$ cat config.mk
export PLATFORM = sky130hd
export DESIGN_NAME = ula_seq
export DESIGN_NICKNAME = d
export VERILOG_FILES = /design/src/rtl/ula_seq.sv
export SDC_FILE = /design/constraint.sdc
export NUM_CORES = 1
export LEC_CHECK = 0
export CORE_UTILIZATION = 60
export CTS_BUF_LIST = sky130_fd_sc_hd__clkbuf_4 sky130_fd_sc_hd__clkbuf_8
export DETAILED_ROUTE_END_ITERATION = 10
export DONT_BUFFER_PORTS = 1
export PLACE_DENSITY_LB_ADDON = 0.1
export SETUP_SLACK_MARGIN = 0.5
export SLEW_MARGIN = 40
export SYNTH_ARGS = -nofsm -noshare
export SYNTH_HDL_FRONTEND = slang
export SYNTH_SLANG_ARGS = --single-unit
$ cat constraint.sdc
create_clock -name clk -period 3.18 [get_ports clk]
set_input_delay 0.318 -clock clk [delete_from_list [all_inputs] [get_ports clk]]
set_output_delay 0.318 -clock clk [all_outputs]
set_load 0.01 [all_outputs]
$ cat src/rtl/ula_seq.sv
// Registered ALU with a start/busy/done handshake.
// Mul and Div are multi-cycle; every other op completes in one cycle.
module ula_seq #(
    parameter int WIDTH      = 16,
    parameter bit SIGNED_CMP = 1'b1
) (
    input  logic               clk,
    input  logic               reset,
    input  logic               start,
    input  logic [4:0]         opcode,
    input  logic [WIDTH-1:0]   operando1,
    input  logic [WIDTH-1:0]   operando2,
    output logic               busy,
    output logic               done,
    output logic [2*WIDTH-1:0] resultado,
    output logic               data_uc,
    output logic               div_zero
);

    localparam int CW = (WIDTH > 2) ? $clog2(WIDTH) : 1;
    localparam logic [CW-1:0] LAST = CW'(WIDTH - 1);

    localparam logic [4:0] OP_PUSH  = 5'b00010;
    localparam logic [4:0] OP_ADD   = 5'b00100;
    localparam logic [4:0] OP_SUB   = 5'b00101;
    localparam logic [4:0] OP_MUL   = 5'b00110;
    localparam logic [4:0] OP_DIV   = 5'b00111;
    localparam logic [4:0] OP_AND   = 5'b01000;
    localparam logic [4:0] OP_NAND  = 5'b01001;
    localparam logic [4:0] OP_OR    = 5'b01010;
    localparam logic [4:0] OP_XOR   = 5'b01011;
    localparam logic [4:0] OP_CMP   = 5'b01100;
    localparam logic [4:0] OP_NOT   = 5'b01101;
    localparam logic [4:0] OP_IF_EQ = 5'b01111;
    localparam logic [4:0] OP_IF_GT = 5'b10000;
    localparam logic [4:0] OP_IF_LT = 5'b10001;
    localparam logic [4:0] OP_IF_GE = 5'b10010;
    localparam logic [4:0] OP_IF_LE = 5'b10011;

    typedef enum logic [1:0] {
        IDLE,
        MUL,
        DIV,
        FIN
    } state_t;

    state_t state, state_nx;

    logic [CW-1:0]      cnt;
    logic [2*WIDTH-1:0] mcand;
    logic [WIDTH-1:0]   mplier;
    logic [2*WIDTH-1:0] prod;
    logic [2*WIDTH-1:0] prod_nx;
    logic [WIDTH-1:0]   quo;
    logic [WIDTH-1:0]   divisor;
    logic [WIDTH-1:0]   rem;
    logic [WIDTH:0]     rem_sh;
    logic [WIDTH:0]     diff;
    logic [WIDTH-1:0]   rem_nx;
    logic [WIDTH-1:0]   quo_nx;

    logic               div0;
    logic               eq_ab;
    logic               gt_ab;
    logic               neg_a;
    logic               zero_a;
    logic [2*WIDTH-1:0] alu_res;
    logic               alu_flag;
    logic               is_branch;

    logic [WIDTH-1:0]   zw;

    assign zw   = '0;
    assign div0 = (opcode == OP_DIV) && (operando2 == '0);
    assign busy = (state == MUL) || (state == DIV);
    assign done = (state == FIN);

    // Next-state logic; FIN accepts a new start just like IDLE
    always_comb begin
        state_nx = state;
        unique case (state)
            IDLE, FIN: begin
                if (start) begin
                    if (opcode == OP_MUL)
                        state_nx = MUL;
                    else if (opcode == OP_DIV && !div0)
                        state_nx = DIV;
                    else
                        state_nx = FIN;
                end else begin
                    state_nx = IDLE;
                end
            end
            MUL: if (cnt == LAST) state_nx = FIN;
            DIV: if (cnt == LAST) state_nx = FIN;
        endcase
    end

    // Single-cycle results and branch flags, computed from the live inputs
    always_comb begin
        alu_res   = '0;
        alu_flag  = 1'b0;
        is_branch = 1'b0;
        eq_ab     = (operando1 == operando2);
        if (SIGNED_CMP)
            gt_ab = $signed(operando1) > $signed(operando2);
        else
            gt_ab = operando1 > operando2;
        neg_a  = SIGNED_CMP && operando1[WIDTH-1];
        zero_a = (operando1 == '0);
        case (opcode)
            OP_PUSH: alu_res = {zw, operando1};
            OP_ADD:  alu_res = {zw, operando1} + {zw, operando2};
            OP_SUB:  alu_res = {zw, operando1} - {zw, operando2};
            OP_AND:  alu_res = {zw, operando1 & operando2};
            OP_NAND: alu_res = {zw, ~(operando1 & operando2)};
            OP_OR:   alu_res = {zw, operando1 | operando2};
            OP_XOR:  alu_res = {zw, operando1 ^ operando2};
            OP_NOT:  alu_res = {zw, ~operando1};
            OP_CMP: begin
                if (eq_ab)
                    alu_res = '0;
                else if (gt_ab)
                    alu_res = {{(2*WIDTH-1){1'b0}}, 1'b1};
                else
                    alu_res = '1;
            end
            OP_IF_EQ: begin
                is_branch = 1'b1;
                alu_flag  = zero_a;
            end
            OP_IF_GT: begin
                is_branch = 1'b1;
                alu_flag  = !zero_a && !neg_a;
            end
            OP_IF_LT: begin
                is_branch = 1'b1;
                alu_flag  = neg_a;
            end
            OP_IF_GE: begin
                is_branch = 1'b1;
                alu_flag  = !neg_a;
            end
            OP_IF_LE: begin
                is_branch = 1'b1;
                alu_flag  = zero_a || neg_a;
            end
            default: alu_res = '0;
        endcase
    end

    // One shift-add step and one restoring-divide step per cycle
    always_comb begin
        prod_nx = prod + (mplier[0] ? mcand : '0);
        rem_sh  = {rem, quo[WIDTH-1]};
        diff    = rem_sh - {1'b0, divisor};
        if (!diff[WIDTH]) begin
            rem_nx = diff[WIDTH-1:0];
            quo_nx = {quo[WIDTH-2:0], 1'b1};
        end else begin
            rem_nx = rem_sh[WIDTH-1:0];
            quo_nx = {quo[WIDTH-2:0], 1'b0};
        end
    end

    // State register
    always_ff @(posedge clk) begin
        if (reset)
            state <= IDLE;
        else
            state <= state_nx;
    end

    // Operand capture, iteration registers and result outputs
    always_ff @(posedge clk) begin
        if (reset) begin
            cnt       <= '0;
            mcand     <= '0;
            mplier    <= '0;
            prod      <= '0;
            quo       <= '0;
            divisor   <= '0;
            rem       <= '0;
            resultado <= '0;
            data_uc   <= 1'b0;
            div_zero  <= 1'b0;
        end else begin
            case (state)
                IDLE, FIN: begin
                    if (start) begin
                        cnt <= '0;
                        if (opcode == OP_MUL) begin
                            mcand  <= {zw, operando1};
                            mplier <= operando2;
                            prod   <= '0;
                        end else if (div0) begin
                            resultado <= '0;
                            data_uc   <= 1'b0;
                            div_zero  <= 1'b1;
                        end else if (opcode == OP_DIV) begin
                            quo     <= operando1;
                            divisor <= operando2;
                            rem     <= '0;
                        end else begin
                            if (!is_branch)
                                resultado <= alu_res;
                            data_uc  <= is_branch && alu_flag;
                            div_zero <= 1'b0;
                        end
                    end
                end
                MUL: begin
                    prod   <= prod_nx;
                    mcand  <= mcand << 1;
                    mplier <= mplier >> 1;
                    cnt    <= cnt + CW'(1);
                    if (cnt == LAST) begin
                        resultado <= prod_nx;
                        data_uc   <= 1'b0;
                        div_zero  <= 1'b0;
                    end
                end
                DIV: begin
                    rem <= rem_nx;
                    quo <= quo_nx;
                    cnt <= cnt + CW'(1);
                    if (cnt == LAST) begin
                        resultado <= {rem_nx, quo_nx};
                        data_uc   <= 1'b0;
                        div_zero  <= 1'b0;
                    end
                end
                default: cnt <= cnt;
            endcase
        end
    end

endmodule

==> impl_results.md <==
- Status: finished, violations left
- Failing checks: negative hold slack
- R2R cell count: 13
- Max-cap violations: 0
- Total Routing Usage GR: 0.3714
- Port bufs: 0
- Total core area: 21760 µm²
- Site row count: 54
- Initial core utilization: 0.6092
- Drt drc: 0
- Synth Warn #: 0
- Critical path class: flip-flop to flip-flop
- CP Cell Sequence: inv_2 > ha_4 > fa_2 > nor2b_2 > o211ai_1 > a21oi_2 > or4_4 > and3_4 > buf_6 > buf_6 > o32ai_4 > nand4_1 > a21oi_1
- RSZ-0062 raised after global routing: yes
- Skew final: 23.56 ps
- Clock Path Buffers: 2
- CP max-delay cell: or4_4
- Max incr delay on CP: 560 ps
- CTS Buf Count: 17
- Antenna diode count: 0
- Crit end category: flip-flop
- Overflow after GRT: 0
- Yosys top cell area share: 0.2538
- Layout cells sized above 1: 0.2009
- DR WL/cell: 21.96 µm
- Most used DFF post-synth: dfxtp_1
- Place WS: 2.950 ps
- Final Routed Wirelength: 45930 µm
- Placed inst area: 13770 µm²
- Asr flop ratio synth: 0
- Clk root buf: clkbuf_8
- Most Frequent Cell on Critical Path: buf_6
- Max Slew Vio Count: 0
- Worst hold path type: input pin to flip-flop
- Die Span Y: 150.6 µm
- CP Data Required Time: 3620 ps
- Total negative slack: 0 ps
- Synthesized Nets: 1891
- Largest net degree at the start of global routing: 159
- Worst-path maximum fanout: 6
- Final setup viols: 0
- Arr. time, crit path: 3450 ps
- Synth Register Bits: 168
- Drt pass-1 iters: 6
- Least-Margin Pin Slew: 844.5 ps
- Synthesized cell area: 13250 µm²
- Top cells by area, synth: dfxtp_1, ha_1, a21oi_1
- Sequential share of the synthesized area: 0.2538
- HPWL after DPL: 29620 µm
- Clock sinks: 168
- Cell accounting for the most synthesized area: dfxtp_1
- Hold slack final: -11.94 ps
- Layout area overhead: 21.77%
- Final critical-path setup slack: 175.3 ps
- Boundary Pins: 76
- Mean post-synth cell area: 7.608 µm²
- Post-synth cell types: 86
- GPL Wtd Cong: 0.9695
- Drt initial violations: 1201
- Worst-Skew Late Latency: 500 ps
- Cell area after layout: 16140 µm²
- Rel. slew slack: 0.4370
- Clock-pin slew on the worst setup and hold paths: 120 ps
- Crit path time final: 3005 ps
- F_max: 0.3328 GHz
- Pleak: 6.147 nW
- Crit share post-route: 0.9449
- Power per cell area: 518.4 nW/µm²
- CTS tree: built
- First-pass GRT wire length: 65460 µm
- Nets: 1948
- Setup crit start kind: flip-flop
- Routed vias/inst: 6.671
- Antenna Nets Post-Route: 0
- Worst Hold Depth: 2
- Peak VDD IR: 396.9 µV
- Max H-tree Level: 4
- Endpoints failing hold: 2
- Die Area: 22690 µm²
- Cells after synthesis: 1742
- Routed vias: 13960
- Die Width: 150.6 µm
- Vias in the first global route: 12090
- Initial antenna violation count: 1
- Post-synth EDFFs: 0
==> cell usage after synthesis (all sizes together) (4+ instances only) <==
master     n
and2      39
a22oi     10
mux2i     54
a311oi    19
nor4      26
nand3     61
or3       15
ha       105
a211oi    65
nor2     168
nand2    176
o21bai     5
nor3      38
a211o      7
xor2      17
nor2b     10
clkbuf    88
a21o      27
o2111ai    5
mux2       4
o31ai     13
o31a      10
a22o       4
o211ai    22
nand3b     9
dfxtp    168
nand4     11
a221oi    19
inv       79
o22ai      8
xnor2     38
a21oi    162
fa         4
o311ai     4
nand2b    22
and4       6
and3      14
nor3b      6
o21a      10
buf       29
o21ai     95
o311a      6
a31oi     20
or4        6
==> report_power, final <==
part | internal, mW | switching (mW) | total (mW)
registers | 2.50 | 0.407 | 2.91
clock network | 0.597 | 0.962 | 1.56
logic | 1.51 | 2.39 | 3.90
total | 4.60 | 3.76 | 8.37
==> cells by family after synthesis <==
family	after synthesis	synth area share
AO/OA/AOI/OAI	538	0.2685
XOR/XNOR	55	0.03634
adder cells (fa/ha/maj)	109	0.1052
buffers and inverters	199	0.05976
flip-flops	168	0.2538
multiplexers	58	0.04418
AND/OR/NAND/NOR	615	0.2323
==> worst max-delay path, delay by kind of cell, from the launching register on <==
family,cells,cell delay [ps]
buffers and inverters,3,340
AO/OA/AOI/OAI,4,930
flip-flops,1,340
AND/OR/NAND/NOR,4,1000
adder cells (fa/ha/maj),2,360
==> per-stage QoR <==
step                      hold WS, ps    util  cells  power, mW
final                          -11.94  0.7418   2092      8.366
after global routing            3.360  0.7418   2092      8.755
after CTS                      -124.9  0.7045   2058      7.984
after detailed placement        400.9  0.6329   1960      6.126
after global placement          395.8  0.6329   1960      6.057
after floorplan                 431.9       -   1742      5.207
==> state kept, by name, indices dropped and copies added (netlist names) <==
signal     cells
cnt            4
data_uc        1
div_zero       1
divisor       16
mcand         32
mplier        16
prod          32
quo           16
rem           16
resultado     32
state          2
==> placed cells by master (no fill, tap or decap), types with 19 or more instances in the layout <==
cell type,count
and2_1,30
o21ai_0,65
dlygate4sd3_1,30
xnor2_1,35
buf_6,19
a21oi_1,136
a211oi_1,58
ha_4,19
nor3_1,25
a21o_1,27
a21oi_2,23
nand2b_1,21
buf_4,97
inv_1,75
nand3_1,57
ha_1,77
mux2i_1,51
nor2_1,164
o211ai_1,22
dfxtp_1,159
nand2_1,174
==> layout make-up <==
class                           instances  area, µm²
Multi-Input combinational cell       1377      10320
Fill cell                            1661       5617
Sequential cell                       168       3377
Timing Repair Buffer                  153       1398
Tap cell                              280      350.3
Inverter                               82      310.3
Clock buffer                           18      247.7
Clock inverter                         14      135.1
==> per-layer routing <==
layer  track usage  wire length (µm)
met1        0.4990             18690
met2        0.5922             20960
met3       0.07303              4466
met4        0.1235              1812
met5             0                 0
==> worst paths after layout <==
check / slack, ps / endpoint / startpoint
max reg2reg: 180 / rem[14]$_SDFFE_PP0P_ / quo[15]$_SDFFE_PP0P_
max: 180 / rem[14]$_SDFFE_PP0P_ / quo[15]$_SDFFE_PP0P_
min reg2reg: 460 / mcand[31]$_SDFFE_PP0P_ / mcand[31]$_SDFFE_PP0P_
min: -10 / mcand[0]$_SDFFE_PP0P_ / operando1[0]
==> timing repair <==
action                                  4_1_cts  5_1_grt
gates cloned                                  3        0
buffers inserted                             39       27
hold buffers                                 24        7
pin swaps                                    77       88
hold endpoints to repair                    142      118
endpoints found under the setup margin       53      102
resized for setup                           118      109
(Power assumes the default switching activity.)
==> variant 1 (same settings) <==
Make the reset (`reset`) asynchronous in 2 clocked blocks.
--- a/src/rtl/ula_seq.sv
+++ b/src/rtl/ula_seq.sv
@@ -164,7 +164,7 @@
     end
 
     // State register
-    always_ff @(posedge clk) begin
+    always_ff @(posedge clk or posedge reset) begin
         if (reset)
             state <= IDLE;
         else
@@ -172,7 +172,7 @@
     end
 
     // Operand capture, iteration registers and result outputs
-    always_ff @(posedge clk) begin
+    always_ff @(posedge clk or posedge reset) begin
         if (reset) begin
             cnt       <= '0;
             mcand     <= '0;
Behaviour: differs if reset is asserted again (counterexample within 4 cycles, from zero or initial values and one cycle with reset high); with reset held inactive, the same outputs for 4 cycles.
==> variant 1 against the unedited design <==
Die area is 1.4% lower. Design area is 4.1% lower. Largest cell class unchanged. Sequential cell count stayed put. Area after synthesis is 1.5% lower. Setup slack worse by 0.036 ns. Wire length is 6.7% lower. Non-clock buffer count is 44 lower. Critical path depth is 1 higher.
Power is not compared: it rests on default switching activity, and its combinational part moved more than twofold at a synthesized area within 25%.
==> variant 1: results (changes against the unedited design) <==
Layout Utilization=73.1% (-1.0 points); Synth Flop Type=dfrtp_1; Iteration-0 DRC Markers=1065 (-11%); Max FO, Critical Path=11 (+5); FF-to-FF Start=mplier[0]$_DFFE_PP0P_; reg2reg setup slack=0.14 ns (-0.04 ns); max incr delay on CP=0.45 ns (-0.11 ns); Min Clock Period, post-route=3.04 ns (+0.0356 ns); pin count of the biggest net entering global routing=144 (-9.4%); Worst Max-Slew Pin Slew=0.826 ns (-0.0182 ns); layout cells sized above 1=19.0% (-1.1 points); status=complete, no violations; Vias per Instance=6.51 (-2.3%); clock transition at the registers of the reported paths=0.10 ns (-0.02 ns); final WL=42800 um (-6.7%); CP Data Arrival Time=3.43 ns (-0.02 ns); Post-CTS Hold Buffers=5 (-79%); worst clock skew=0.0209 ns (-0.00265 ns); Slowest cell on crit path=dfrtp_2; ys async rst share=100% (+100 points); Overall Global Routing Usage=37.9% (+0.77 points); vias in the first global route=12084 (-0.066%); post-synthesis cell type count=80 (-7.0%); GPL Wtd Cong=0.994 (+2.5%); Worst R2R End=resultado[23]$_DFFE_PP0P_; Layout fillers=1598 (-3.8%); Post-synth top cells=nand2_1 (292), o21ai_0 (192), dfrtp_1 (168)
variant 1: power breakdown:
group          switching, uW  internal (uW)
sequential               723           2870
combinational           5060           3880
clock                    886            650
variant 1: final cells by class:
class	instances	area share, %
Timing Repair Buffer	109	6.43
Inverter	79	2.04
Clock inverter	10	0.566
Sequential cell	168	27.2
Clock buffer	22	1.92
Multi-Input combinational cell	1274	59.6
Tap cell	275	2.22
variant 1: cell families after synthesis:
family | Yosys count | share of synthesized area [%]
mux | 62 | 4.84
fa+ha+maj | 109 | 10.7
xor+xnor | 60 | 4.02
simple gates | 544 | 18.5
buf+inv | 177 | 5.40
compound gates | 499 | 24.3
flops | 168 | 32.2
variant 1: worst min path at each step:
stage / slack (ns) / end / cells after the start / startpoint
3_5_place_dp: 0.40 / rem[15]$_DFFE_PP0P_ / 2 / reset
2_1_floorplan: 0.45 / mplier[10]$_DFFE_PP0P_ / 2 / mplier[10]$_DFFE_PP0P_
6_report: 0.02 / divisor[2]$_DFFE_PP0P_ / 1 / start
4_1_cts: 0.006 / divisor[2]$_DFFE_PP0P_ / 1 / start
3_3_place_gp: 0.38 / rem[15]$_DFFE_PP0P_ / 2 / reset
5_1_grt: 0.02 / divisor[2]$_DFFE_PP0P_ / 1 / start
variant 1: per-layer routing:
| layer | share of wire (%) | global-route usage (%) |
|---|---|---|
| met5 | 0 | 0 |
| met4 | 5.0 | 17.5 |
| met3 | 8.3 | 8.57 |
| met2 | 47 | 61.2 |
| met1 | 40 | 48.0 |
variant 1: worst register-to-register path, delay by kind of cell (launching register included):
| kind | cells | cell delay, ns |
|---|---|---|
| compound gates | 7 | 1.31 |
| buf+inv | 4 | 0.58 |
| flops | 1 | 0.45 |
| fa+ha+maj | 1 | 0.25 |
| simple gates | 1 | 0.19 |
| xor+xnor | 1 | 0.19 |
==> variant 2 (same settings) <==
Without the edit above. The parameter `SIGNED_CMP` goes from 1'b1 to 1'b0.
--- a/src/rtl/ula_seq.sv
+++ b/src/rtl/ula_seq.sv
@@ -2,7 +2,7 @@
 // Mul and Div are multi-cycle; every other op completes in one cycle.
 module ula_seq #(
     parameter int WIDTH      = 16,
-    parameter bit SIGNED_CMP = 1'b1
+    parameter bit SIGNED_CMP = 1'b0
 ) (
     input  logic               clk,
     input  logic               reset,
Formal check against the unedited RTL: not equivalent (Yosys sat finds a counterexample within 4 cycles, from zero or initial values and one cycle with reset high).
==> variant 2 against the unedited design <==
The run still ends with negative hold slack left. Synthesized cell count fell by 2.5%. Sequential cell count unchanged. Setup slack worse by 0.054 ns. Power down 1.7%. Clock power is 11% higher. Design area down 6.0%. Area after synthesis is 4.0% lower. Sequential power is essentially flat. Wire length decreased by 8.8%. Count of clock-buffer cells in the layout unchanged. Critical path type unchanged. Largest power group unchanged.
==> variant 2: results (changes against the unedited design) <==
status=complete, but fails checks; violated checks=negative hold slack; GPL Wtd Cong=0.995 (+2.7%); critical path's top delay family=compound AO/OA/AOI/OAI gates; Max FO, Critical Path=6 (unchanged); Max-Slew Margin vs Limit=56.4% (+13 points); Compound-Gate Fraction of Synth Area=25.3% (-1.5 points); R2R depth=15 (+2); placed insts=1917 (-2.2%); Final Hold Viols=43 (+41); worst clock skew=0.0178 ns (-0.00573 ns); worst hold slack=-0.0897 ns (-0.0778 ns); Synth Area in XOR/XNOR=4.06% (+0.43 points); crit path launch=mplier[0]$_SDFFE_PP0P_; Max H-tree Level=4 (unchanged); dpl cell area=0.0133 mm^2 (-3.5%); reg2reg setup slack=0.12 ns (-0.05 ns); routed vias=12909 (-7.5%); Post-DP HPWL=28800 um (-2.7%); layout cells sized above 1=17.7% (-2.3 points); root buf cell=clkbuf_8; Sw Ratio=42.6% (-2.4 points); Layout area overhead=19.3%; Setup Fix Bufs, Post-CTS=21 (-46%); hold endpoint=rem[5]$_SDFFE_PP0P_; max incr delay on CP=0.40 ns (-0.16 ns); end point of the critical path=resultado[21]$_SDFFE_PP0P_; Synth Area per Inst=7.49 um^2 (-1.5%); Vias per Instance=6.44 (-3.5%); GR met3 Demand/Resource=7.62% (+0.32 points); Synthesized Nets=1846 (-2.4%); Slowest cell on crit path=dfxtp_4; Layout fillers=1588 (-4.4%); post-synthesis cell type count=73 (-15%); Overall Global Routing Usage=36.8% (-0.30 points); Worst R2R End=resultado[21]$_SDFFE_PP0P_; post-CTS sizing=91 (-23%); Pint=4720 uW (+2.6%); met2 Resource Use GR=62.6% (+3.4 points); clk_lat worst skew=0.48 ns (-0.02 ns); initial antenna violation count=0 (-1); clock transition at the registers of the reported paths=0.11 ns; met1 global-route usage=45.0% (-4.9 points); vias in the first global route=12029 (-0.52%); Iteration-0 DRC Markers=1052 (-12%); first-pass GRT wire length=63300 um (-3.4%); Hold Crit Start=reset; clock network fraction of design power=21.0% (+2.4 points); post-synthesis mux area share=5.02% (+0.60 points); CP Data Arrival Time=3.41 ns (-0.04 ns); WHS Path Cells=1 (-1); worst vdd ir=0.557 mV (+40%); Setup WS pre-CTS=0.00467 ns (+0.00172 ns); sequential share of the synthesized area=26.4% (+1.1 points); top post-synthesis cells by area=dfxtp_1 (26%), ha_1 (10%), a21oi_1 (6.4%); Post-synth top cells=nor2_1 (208), dfxtp_1 (168), nand2_1 (165); final period utilization=96.2% (+1.7 points); worst-case clock buffer depth=2 (unchanged); LEAKAGE=0.00585 uW (-4.8%); final WL=41900 um (-8.8%)
==> variant 2: cell count changes after synthesis, moves of 8 or more <==
cell	delta
nor3_1	-11
nand2_1	-11
clkbuf_1	-9
o21ai_1	-10
nor2_1	+40
o21ai_0	-10
o31a_1	-8
nor4_4	-8
nand2b_1	-8
==> variant 2: cell type report <==
| cell class | count | area share, % |
|---|---|---|
| clock inverter | 14 | 1.22 |
| multi-input combinational | 1334 | 63.8 |
| clock buffer | 18 | 1.63 |
| sequential | 168 | 22.2 |
| timing repair buffer | 119 | 6.84 |
| tap | 270 | 2.23 |
| inverter | 83 | 2.05 |
==> variant 2: metal layers <==
layer | up-vias | routed length (um)
li1 | 6136 | -
met2 | 517 | 20100
met3 | 101 | 3360
met1 | 6155 | 16800
met4 | 0 | 1600
met5 | - | 0
